===== src/rtl/inst_prefetch_buffer_pkg.sv =====
// Shared types and constants for the instruction prefetch buffer.
// No logic of its own; pure declarations.
// Imported by the FIFO, the top and the bench.
package pf_pkg;

  typedef enum logic [1:0] {
    IDLE     = 2'd0,
    WAIT_GNT = 2'd1,
    WAIT_RSP = 2'd2
  } pfState_e;

  // addi x0,x0,0 - harmless filler word
  localparam logic [31:0] NOP    = 32'h0000_0013;
  localparam logic [31:0] PC_INC = 32'd4;

  typedef struct packed {
    logic [31:0] pc;
    logic [31:0] inst;
  } pfEntry_t;

endpackage


===== src/rtl/inst_prefetch_buffer_if.sv =====
// Handshake bundle between prefetch buffer, instruction memory and core.
// Wires only, no latency.
// master = prefetch buffer, slave = memory/core environment.
interface inst_prefetch_buffer_if;
  logic        redirect_valid;
  logic [31:0] redirect_pc;
  logic        mem_req;
  logic [31:0] mem_addr;
  logic        mem_gnt;
  logic        mem_rvalid;
  logic [31:0] mem_rdata;
  logic        inst_valid;
  logic [31:0] inst_data;
  logic [31:0] inst_pc;
  logic        inst_ready;

  modport master (
    input  redirect_valid, redirect_pc, mem_gnt, mem_rvalid, mem_rdata, inst_ready,
    output mem_req, mem_addr, inst_valid, inst_data, inst_pc
  );

  modport slave (
    output redirect_valid, redirect_pc, mem_gnt, mem_rvalid, mem_rdata, inst_ready,
    input  mem_req, mem_addr, inst_valid, inst_data, inst_pc
  );
endinterface


===== src/rtl/inst_prefetch_buffer_fifo.sv =====
// DEPTH x {pc,inst} synchronous FIFO with flush.
// Write visible at the head one cycle after push; head read is combinational.
// No internal backpressure: caller never pushes when full or pops when empty.
module pf_fifo
  import pf_pkg::*;
#(
  parameter int DEPTH = 4
) (
  input  logic                     clk,
  input  logic                     areset,
  input  logic                     flush,
  input  logic                     push,
  input  pfEntry_t                 pushData,
  input  logic                     pop,
  output pfEntry_t                 headData,
  output logic                     empty,
  output logic [$clog2(DEPTH):0]   count
);
  localparam int AW = $clog2(DEPTH);

  pfEntry_t        store [DEPTH];
  logic [AW-1:0]   wrPtr;
  logic [AW-1:0]   rdPtr;

  assign empty    = (count == '0);
  assign headData = empty ? '0 : store[rdPtr];

  // Pointer and occupancy bookkeeping; flush discards everything including this cycle's push/pop
  always_ff @(posedge clk or negedge areset) begin
    if (!areset) begin
      wrPtr <= '0;
      rdPtr <= '0;
      count <= '0;
    end else if (flush) begin
      wrPtr <= '0;
      rdPtr <= '0;
      count <= '0;
    end else begin
      if (push) wrPtr <= wrPtr + 1'b1;
      if (pop)  rdPtr <= rdPtr + 1'b1;
      case ({push, pop})
        2'b10:   count <= count + 1'b1;
        2'b01:   count <= count - 1'b1;
        default: ;
      endcase
    end
  end

  // Entry storage; contents are only observed through the count-gated head
  always_ff @(posedge clk) begin
    if (push && !flush) store[wrPtr] <= pushData;
  end

endmodule


===== src/rtl/inst_prefetch_buffer.sv =====
// Instruction prefetch: one-outstanding memory fetch into a small FIFO, redirect flushes. Option: PF_BYPASS_EN.
// Latency: grant+response, then one cycle through the FIFO (zero with PF_BYPASS_EN on an empty FIFO).
// Backpressure: inst_ready low fills the FIFO; no new request while the FIFO could not take its response.
module inst_prefetch_buffer
  import pf_pkg::*;
#(
  parameter int          DEPTH    = 4,
  parameter logic [31:0] RESET_PC = 32'h0000_0000
) (
  input  logic                   clk,
  input  logic                   areset,
  inst_prefetch_buffer_if.master bus
);
  localparam int             CW      = $clog2(DEPTH) + 1;
  localparam logic [CW-1:0]  DEPTH_C = CW'(DEPTH);

  pfState_e      state;
  pfState_e      stateNext;
  logic [31:0]   fetchPc;
  logic [31:0]   reqPc;
  logic          drop;
  logic [CW-1:0] count;
  logic          fifoEmpty;
  pfEntry_t      head;
  pfEntry_t      pushData;
  logic          rspOk;
  logic          push;
  logic          pop;
  logic          bypassVld;
  logic          bypassTake;
  logic [31:0]   redirTarget;

  assign redirTarget = {bus.redirect_pc[31:2], 2'b00};
  // A response is kept only if its request was not overtaken by a redirect
  assign rspOk       = (state == WAIT_RSP) && bus.mem_rvalid && !drop && !bus.redirect_valid;

`ifdef PF_BYPASS_EN
  assign bypassVld  = fifoEmpty && (state == WAIT_RSP) && bus.mem_rvalid && !drop;
  assign bypassTake = bypassVld && bus.inst_ready && !bus.redirect_valid;
`else
  assign bypassVld  = 1'b0;
  assign bypassTake = 1'b0;
`endif

  assign push     = rspOk && !bypassTake;
  assign pop      = !fifoEmpty && bus.inst_ready && !bus.redirect_valid;
  assign pushData = '{pc: reqPc, inst: bus.mem_rdata};

  assign bus.inst_valid = !fifoEmpty || bypassVld;
  assign bus.inst_data  = bypassVld ? bus.mem_rdata : head.inst;
  assign bus.inst_pc    = bypassVld ? reqPc         : head.pc;
  assign bus.mem_req    = (state == WAIT_GNT);
  // Address is frozen in reqPc while requesting so a redirect cannot disturb it
  assign bus.mem_addr   = (state == WAIT_GNT) ? reqPc : fetchPc;

  pf_fifo #(.DEPTH(DEPTH)) u_fifo (
    .clk      (clk),
    .areset   (areset),
    .flush    (bus.redirect_valid),
    .push     (push),
    .pushData (pushData),
    .pop      (pop),
    .headData (head),
    .empty    (fifoEmpty),
    .count    (count)
  );

  // Fetch FSM state register
  always_ff @(posedge clk or negedge areset) begin
    if (!areset) state <= IDLE;
    else         state <= stateNext;
  end

  // Next state: only issue from IDLE, so at most one transaction is ever outstanding
  always_comb begin
    stateNext = state;
    unique case (state)
      IDLE:     if (!bus.redirect_valid && (count < DEPTH_C)) stateNext = WAIT_GNT;
      WAIT_GNT: if (bus.mem_gnt)    stateNext = WAIT_RSP;
      WAIT_RSP: if (bus.mem_rvalid) stateNext = IDLE;
      default:  stateNext = IDLE;
    endcase
  end

  // Fetch address, in-flight request address and stale-response drop flag
  always_ff @(posedge clk or negedge areset) begin
    if (!areset) begin
      fetchPc <= RESET_PC;
      reqPc   <= '0;
      drop    <= 1'b0;
    end else begin
      if ((state == IDLE) && (stateNext == WAIT_GNT)) reqPc <= fetchPc;

      // A dropped grant must not advance past the redirect target
      if (bus.redirect_valid)
        fetchPc <= redirTarget;
      else if ((state == WAIT_GNT) && bus.mem_gnt && !drop)
        fetchPc <= fetchPc + PC_INC;

      if ((state == WAIT_GNT) && bus.redirect_valid)
        drop <= 1'b1;
      else if (state == WAIT_RSP) begin
        if (bus.mem_rvalid)          drop <= 1'b0;
        else if (bus.redirect_valid) drop <= 1'b1;
      end
    end
  end

endmodule


===== src/flat_wrapper.sv =====
// flat-port wrapper written by rule: the top's interface ports become plain ports
module inst_prefetch_buffer_flat import pf_pkg::*;
#(
  parameter int          DEPTH    = 4,
  parameter logic [31:0] RESET_PC = 32'h0000_0000
)
  (clk, areset, bus_redirect_valid, bus_redirect_pc, bus_mem_gnt, bus_mem_rvalid, bus_mem_rdata, bus_inst_ready, bus_mem_req, bus_mem_addr, bus_inst_valid, bus_inst_data, bus_inst_pc);
  inst_prefetch_buffer_if bus_i ();
  input  logic clk;
  input  logic areset;
  input wire logic [$bits(bus_i.redirect_valid)-1:0] bus_redirect_valid;
  input wire logic [$bits(bus_i.redirect_pc)-1:0] bus_redirect_pc;
  input wire logic [$bits(bus_i.mem_gnt)-1:0] bus_mem_gnt;
  input wire logic [$bits(bus_i.mem_rvalid)-1:0] bus_mem_rvalid;
  input wire logic [$bits(bus_i.mem_rdata)-1:0] bus_mem_rdata;
  input wire logic [$bits(bus_i.inst_ready)-1:0] bus_inst_ready;
  output wire logic [$bits(bus_i.mem_req)-1:0] bus_mem_req;
  output wire logic [$bits(bus_i.mem_addr)-1:0] bus_mem_addr;
  output wire logic [$bits(bus_i.inst_valid)-1:0] bus_inst_valid;
  output wire logic [$bits(bus_i.inst_data)-1:0] bus_inst_data;
  output wire logic [$bits(bus_i.inst_pc)-1:0] bus_inst_pc;
  assign bus_i.redirect_valid = bus_redirect_valid;
  assign bus_i.redirect_pc = bus_redirect_pc;
  assign bus_i.mem_gnt = bus_mem_gnt;
  assign bus_i.mem_rvalid = bus_mem_rvalid;
  assign bus_i.mem_rdata = bus_mem_rdata;
  assign bus_i.inst_ready = bus_inst_ready;
  assign bus_mem_req = bus_i.mem_req;
  assign bus_mem_addr = bus_i.mem_addr;
  assign bus_inst_valid = bus_i.inst_valid;
  assign bus_inst_data = bus_i.inst_data;
  assign bus_inst_pc = bus_i.inst_pc;
  inst_prefetch_buffer #(.DEPTH(DEPTH), .RESET_PC(RESET_PC)) u_core (.clk(clk), .areset(areset), .bus(bus_i));
endmodule

===== config.mk =====
export PLATFORM = sky130hd
export DESIGN_NAME = inst_prefetch_buffer_flat
export DESIGN_NICKNAME = d
export VERILOG_FILES = /design/src/rtl/inst_prefetch_buffer_pkg.sv /design/src/rtl/inst_prefetch_buffer_if.sv /design/src/rtl/inst_prefetch_buffer_fifo.sv /design/src/rtl/inst_prefetch_buffer.sv /design/src/flat_wrapper.sv
export SDC_FILE = /design/constraint.sdc
export NUM_CORES = 1
export LEC_CHECK = 0
export BUFFER_PORTS_ARGS = -buffer_cell sky130_fd_sc_hd__buf_2
export CORE_MARGIN = 8
export CORE_UTILIZATION = 58
export DETAILED_ROUTE_END_ITERATION = 8
export PLACE_DENSITY = 0.79
export SETUP_SLACK_MARGIN = 0.5
export SYNTH_ARGS = -nofsm -noshare
export SYNTH_HDL_FRONTEND = slang
export SYNTH_SLANG_ARGS = --single-unit

===== constraint.sdc =====
create_clock -name clk -period 3.8 [get_ports clk]
set_clock_uncertainty 0.15 [all_clocks]
set_input_delay 0.19 -clock clk [delete_from_list [all_inputs] [get_ports clk]]
set_output_delay 0.19 -clock clk [all_outputs]
set_load 0.01 [all_outputs]

# Yosys cells after proc, flatten, opt, wreduce, memory -nomap -nowiden
# Memory sizes are Yosys's and may differ from the RTL's.
# Cells that the tools add are included.
# classes
addsub	5
magnitude_cmp	1
n_eq_ne	5
n_mux	20
n_reduce_logical	23
# op_table
op	n
$mux W32	3
$mux W64	1
$add A32 B3 Y32 const B	1
$mux W2	7
$logic_and A1 B1 Y1	11
$reduce_bool A2 Y1	4
$eq A2 B1 Y1 const B	3
$mux W1	6
$pmux W2 S3	1
$pmux W3 S2	1
$reduce_bool A3 Y1	2
$add A2 B1 Y2 const B	2
$eq A2 B2 Y1 const B	2
$add A3 B1 Y3 const B	1
$logic_not A1 Y1	3
$logic_not A3 Y1	1
$lt A3 B3 Y1 const B	1
$mux W3	1
$sub A3 B1 Y3 const B	1
$logic_not A2 Y1	1
$reduce_and A2 Y1	1
# totals
register_bits	74
ram_bits	256
inputBits	70
out_inout_bits	98
n_memories	1
# memory_table
name	depth	width	rd	rd_clocked_by_memory_dff	wr	line_no	rtl
u_core.u_fifo.store	4	64	1	0	1	inst_prefetch_buffer_fifo.sv:21	pfEntry_t store [DEPTH];

# Longest topological paths before layout
# depth
word_depth	7
mapped_depth	7

# Cells and area by module
# A second synthesis with hierarchy kept.
# unflattened
hier_cells	761
area_unflattened_um2	13439.1
# modules_own_cells
module	n_inst	cells_per_inst	area_per_inst_um2	seq_area_each_um2
pf_fifo	1	447	10088.4	7862.5
inst_prefetch_buffer	1	314	3350.7	1576.5

# Least setup slack after synthesis
# No wires, ideal clock.
# synth_path
path_kind	reg-to-reg
start	reg u_core.state[0]
end	mem u_core.u_fifo.store[0][0] in the netlist's numbering (enable)
setup_time_ns	0.427
t_arrival_ns	2.655
t_required_ns	3.223
path_slack_ns	0.568
path_stages_with_launch	4
path_buffers	1
synth_period_minus_slack_ns	3.232
path_cell_list	dfrtp_1 nor4bb_1 clkbuf_1 and3_1
# synth_between
elab_chain_len	7
# synth_rtl
item	line_no	rtl
start: declaration	inst_prefetch_buffer.sv:17	pfState_e state;
start signal: assignment	inst_prefetch_buffer.sv:71	else state <= stateNext;
$eq A2 B2 Y1	inst_prefetch_buffer.sv:35	assign rspOk = (state == WAIT_RSP) && bus.mem_rvalid && !drop && !bus.redirect_valid;
$logic_and A1 B1 Y1 (3 in a row)	inst_prefetch_buffer.sv:35	
$logic_and A1 B1 Y1	inst_prefetch_buffer_fifo.sv:51	if (push && !flush) store[wrPtr] <= pushData;
$mux W1	inst_prefetch_buffer_fifo.sv:51	
$mux W1 (not written as such)	inst_prefetch_buffer_fifo.sv:51	
end: declaration	inst_prefetch_buffer_fifo.sv:21	
# No other way between the ends.

# Worst setup path in the final report
# layout_path
start	reg u_core.u_fifo.rdPtr[0]
end	out bus_inst_data[11]
# layout_between
elab_chain_len	2
# layout_rtl
item	line_no	rtl
start: declaration	inst_prefetch_buffer_fifo.sv:23	logic [AW-1:0] rdPtr;
start signal: assignment	inst_prefetch_buffer_fifo.sv:40	if (pop) rdPtr <= rdPtr + 1'b1;
$mem_v2 Z4 W64	n/a	
$mux W64	inst_prefetch_buffer_fifo.sv:26	assign headData = empty ? '0 : store[rdPtr];
end: declaration	flat_wrapper.sv:20	output wire logic [$bits(bus_i.inst_data)-1:0] bus_inst_data;
# No other way between the ends.

==> impl_metrics.ini <==
[global_route]
grt_pass1_vias = 8175
grt_max_degree = 71
antenna_found_initial = 0
grt-ovfl-total = 0
grt_pass1_wl_mm = 45.8
track_usage = 0.206

[floorplan]
die_h_um = 167
dieArea_um2 = 27800
die_w_um = 167
core-area_um2 = 22500
io_pins = 168
start_util = 0.586
rows = 55

[logic_synthesis]
ys_ff_latch = 318
syn_area_um2 = 13200
synth_edf_count = 248
async_flop_share = 0.220
synth_top_area_cell = edfxtp_1
syn_avg_cell_area_um2 = 17.3
yosysTopAreaCellShare = 0.565
netlist_top_cells_count = edfxtp_1 (248), dfrtp_1 (70), and2_1 (65)
yosysMostFrequentCell = edfxtp_1
synth_warnings = 0
synth_ff_type = edfxtp_1
ys_top_cells_by_area = edfxtp_1 (57%), dfrtp_1 (13%), mux4_2 (11%), mux2_2 (4.9%), and2_1 (3.1%)
synthCells = 760
synth_cell_types = 44
yosysSeqAreaShare = 0.698

[outcome]
status = completed

[worst_setup_path]
r2r_slack_ns = 1.09
r2r_start = u_core.u_fifo.count[1]
crit_family = flip-flops
reg2reg_to = u_core.u_fifo.rdPtr[1]
startpoint_type = flip-flop
crit_fanout = 29
cp-startpoint = u_core.u_fifo.rdPtr[0]
worst_setup_path_end_kind = output port
cp.required_ns = 3.46
path_class = reg -> out
crit_chain = buf_4 -> mux4_2 -> and2_1 -> buf_2
slowest_delay_ns = 0.84
crit_buf_inv = 2
critPathSlowestCell = dfrtp_4
reg2regPathDepth = 6
worstPathArrival_ns = 2.63

[sta]
fin_crit_sh = 0.781
worst_slew_pin_slew_ns = 1.01
relSlewSlack = 0.326
setup_viol = 0
min_period_ns = 2.97
slew_violations = 0
rsz0062_at_grt = false
finalSetupTns_ns = 0
hold_violations = 0
fmax_mhz = 337

[clock_network]
clockRootBuffer = clkbuf_16
clk_path_buf_depth = 3
ctsResizeCount = 0
cts.sink_count = 318
numCtsBuffers = 31
ctsHtreeMaxLevel = 1
path_clk_slew_ns = 0.06
cts_tree = built
cts_setup_buffers = 0
worstSkewPairLatency_ns = 0.54

[placement]
place_area_um2 = 14300
portBuffers = 161
dp.cells = 1171
place.gp.congestion = 0.793
place_hpwl_mm = 16.6

[pwr]
leakage_nw = 5.78
powerDensity_nw_per_um2 = 663
total_power_mw = 10.6
peakVddDrop_mv = 0.384

[min_path]
hold_class = in -> reg
min_to = u_core.u_fifo.wrPtr[0]
whs_path_depth = 2
min_from = bus_redirect_valid

[route]
wirelength_mm = 28.7
wl_per_cell_um = 22.1
drt-initial-drc-count = 680
ant_nets = 0
vias_per_cell = 5.93
num_vias = 7682
firstDrtPassIters = 5
drc = 0

[cells_and_area]
drive_above_1_share = 0.350
syn_to_final_growth_pct = 20.9
final_nets = 1063
stdcell_count = 1296
final_area_um2 = 15900
antennaDiodeCount = 0

[job]
maxCapViolCount = 0
==> worst register-to-register path, stage by stage (launching register included) <==
cell	delay (ns)
dfrtp_1	0.41
or3_2	0.72
buf_4	0.38
nand3_1	0.17
xor2_1	0.15
nor2_1	0.05
dlygate4sd3_1	0.57
==> metal layers <==
| metal | up-vias | share of wire | GRT usage |
|---|---|---|---|
| met4 | 0 | 0.017 | 0.0494 |
| li1 | 3443 | - | - |
| met5 | - | 0 | 0 |
| met1 | 3905 | 0.43 | 0.282 |
| met2 | 289 | 0.49 | 0.339 |
| met3 | 45 | 0.063 | 0.0421 |
==> worst max path at each step <==
stage / to / slack, ns / cells after the start
after floorplan: u_core.u_fifo.store[0][0] / 0.57 / 3
after global placement: u_core.u_fifo.store[3][30] / 1.23 / 4
after detailed placement: u_core.fetchPc[19] / 1.21 / 5
after CTS: bus_inst_data[11] / 0.74 / 4
after global routing: bus_inst_data[11] / 0.65 / 4
final: bus_inst_data[11] / 0.83 / 4
==> through the flow <==
step	setup slack [ns]	hold slack, ns	util
3_5_place_dp	1.21	0.238	0.634
5_1_grt	0.651	0.0676	0.708
4_1_cts	0.744	0.00367	0.708
2_1_floorplan	0.568	-0.256	-
6_report	0.832	0.0296	0.708
3_3_place_gp	1.23	0.232	0.634
==> state kept, by name, indices dropped and copies added (netlist names) <==
register,count
u_core.u_fifo.rdPtr,2
u_core.u_fifo.store,248
u_core.u_fifo.count,3
u_core.u_fifo.wrPtr,2
u_core.drop,1
u_core.state,2
u_core.reqPc,30
u_core.fetchPc,30
==> final cells by class <==
type	count	area (µm²)
clock buffer	42	847
clock inverter	15	150
fill	1411	6570
inverter	7	26.3
multi-input combinational	388	3750
sequential	318	9200
tap	285	357
timing repair buffer	241	1600
==> where the power goes <==
group / leakage, nW / switching [mW] / internal, mW
clock network: 0.494 / 1.24 / 1.76
registers: 3.06 / 0.446 / 4.19
logic: 2.23 / 1.45 / 1.47
total: 5.78 / 3.14 / 7.42
==> layout by cell type, fill, tap and decap left out, types with 5 or more instances in the layout <==
master / netlist / layout
o31ai_1: 15 / 15
dfrtp_1: 70 / 68
buf_4: 4 / 11
and2_1: 65 / 65
nand4_1: 10 / 10
mux2_2: 57 / 57
xnor2_1: 6 / 6
mux4_2: 62 / 62
ha_1: 5 / 5
dlygate4sd3_1: 0 / 68
clkbuf_1: 34 / 8
o211ai_1: 6 / 6
nor2_1: 27 / 27
clkbuf_16: 0 / 31
nand3_1: 14 / 14
a31oi_1: 15 / 15
o21ai_0: 14 / 14
nand2_1: 27 / 27
edfxtp_1: 248 / 248
buf_2: 10 / 160
inv_1: 6 / 6
clkinv_2: 0 / 9
xor2_1: 6 / 6
or4_1: 18 / 18
==> kinds of logic after synthesis <==
kind of cell,after synthesis,share of synthesized area
AO/OA/AOI/OAI,56,0.0274
other,1,0.000285
adder cells (fa/ha/maj),6,0.00627
buffers and inverters,57,0.0211
multiplexers,121,0.156
AND/OR/NAND/NOR,189,0.0826
XOR/XNOR,12,0.00798
flip-flops,318,0.698
==> timing repair <==
| item | in CTS | in global routing |
|---|---|---|
| endpoints found under the setup margin | 0 | 0 |
| endpoints found under the hold margin | 234 | 0 |
| hold buffers | 68 | 0 |
(Power assumes the default switching activity.)
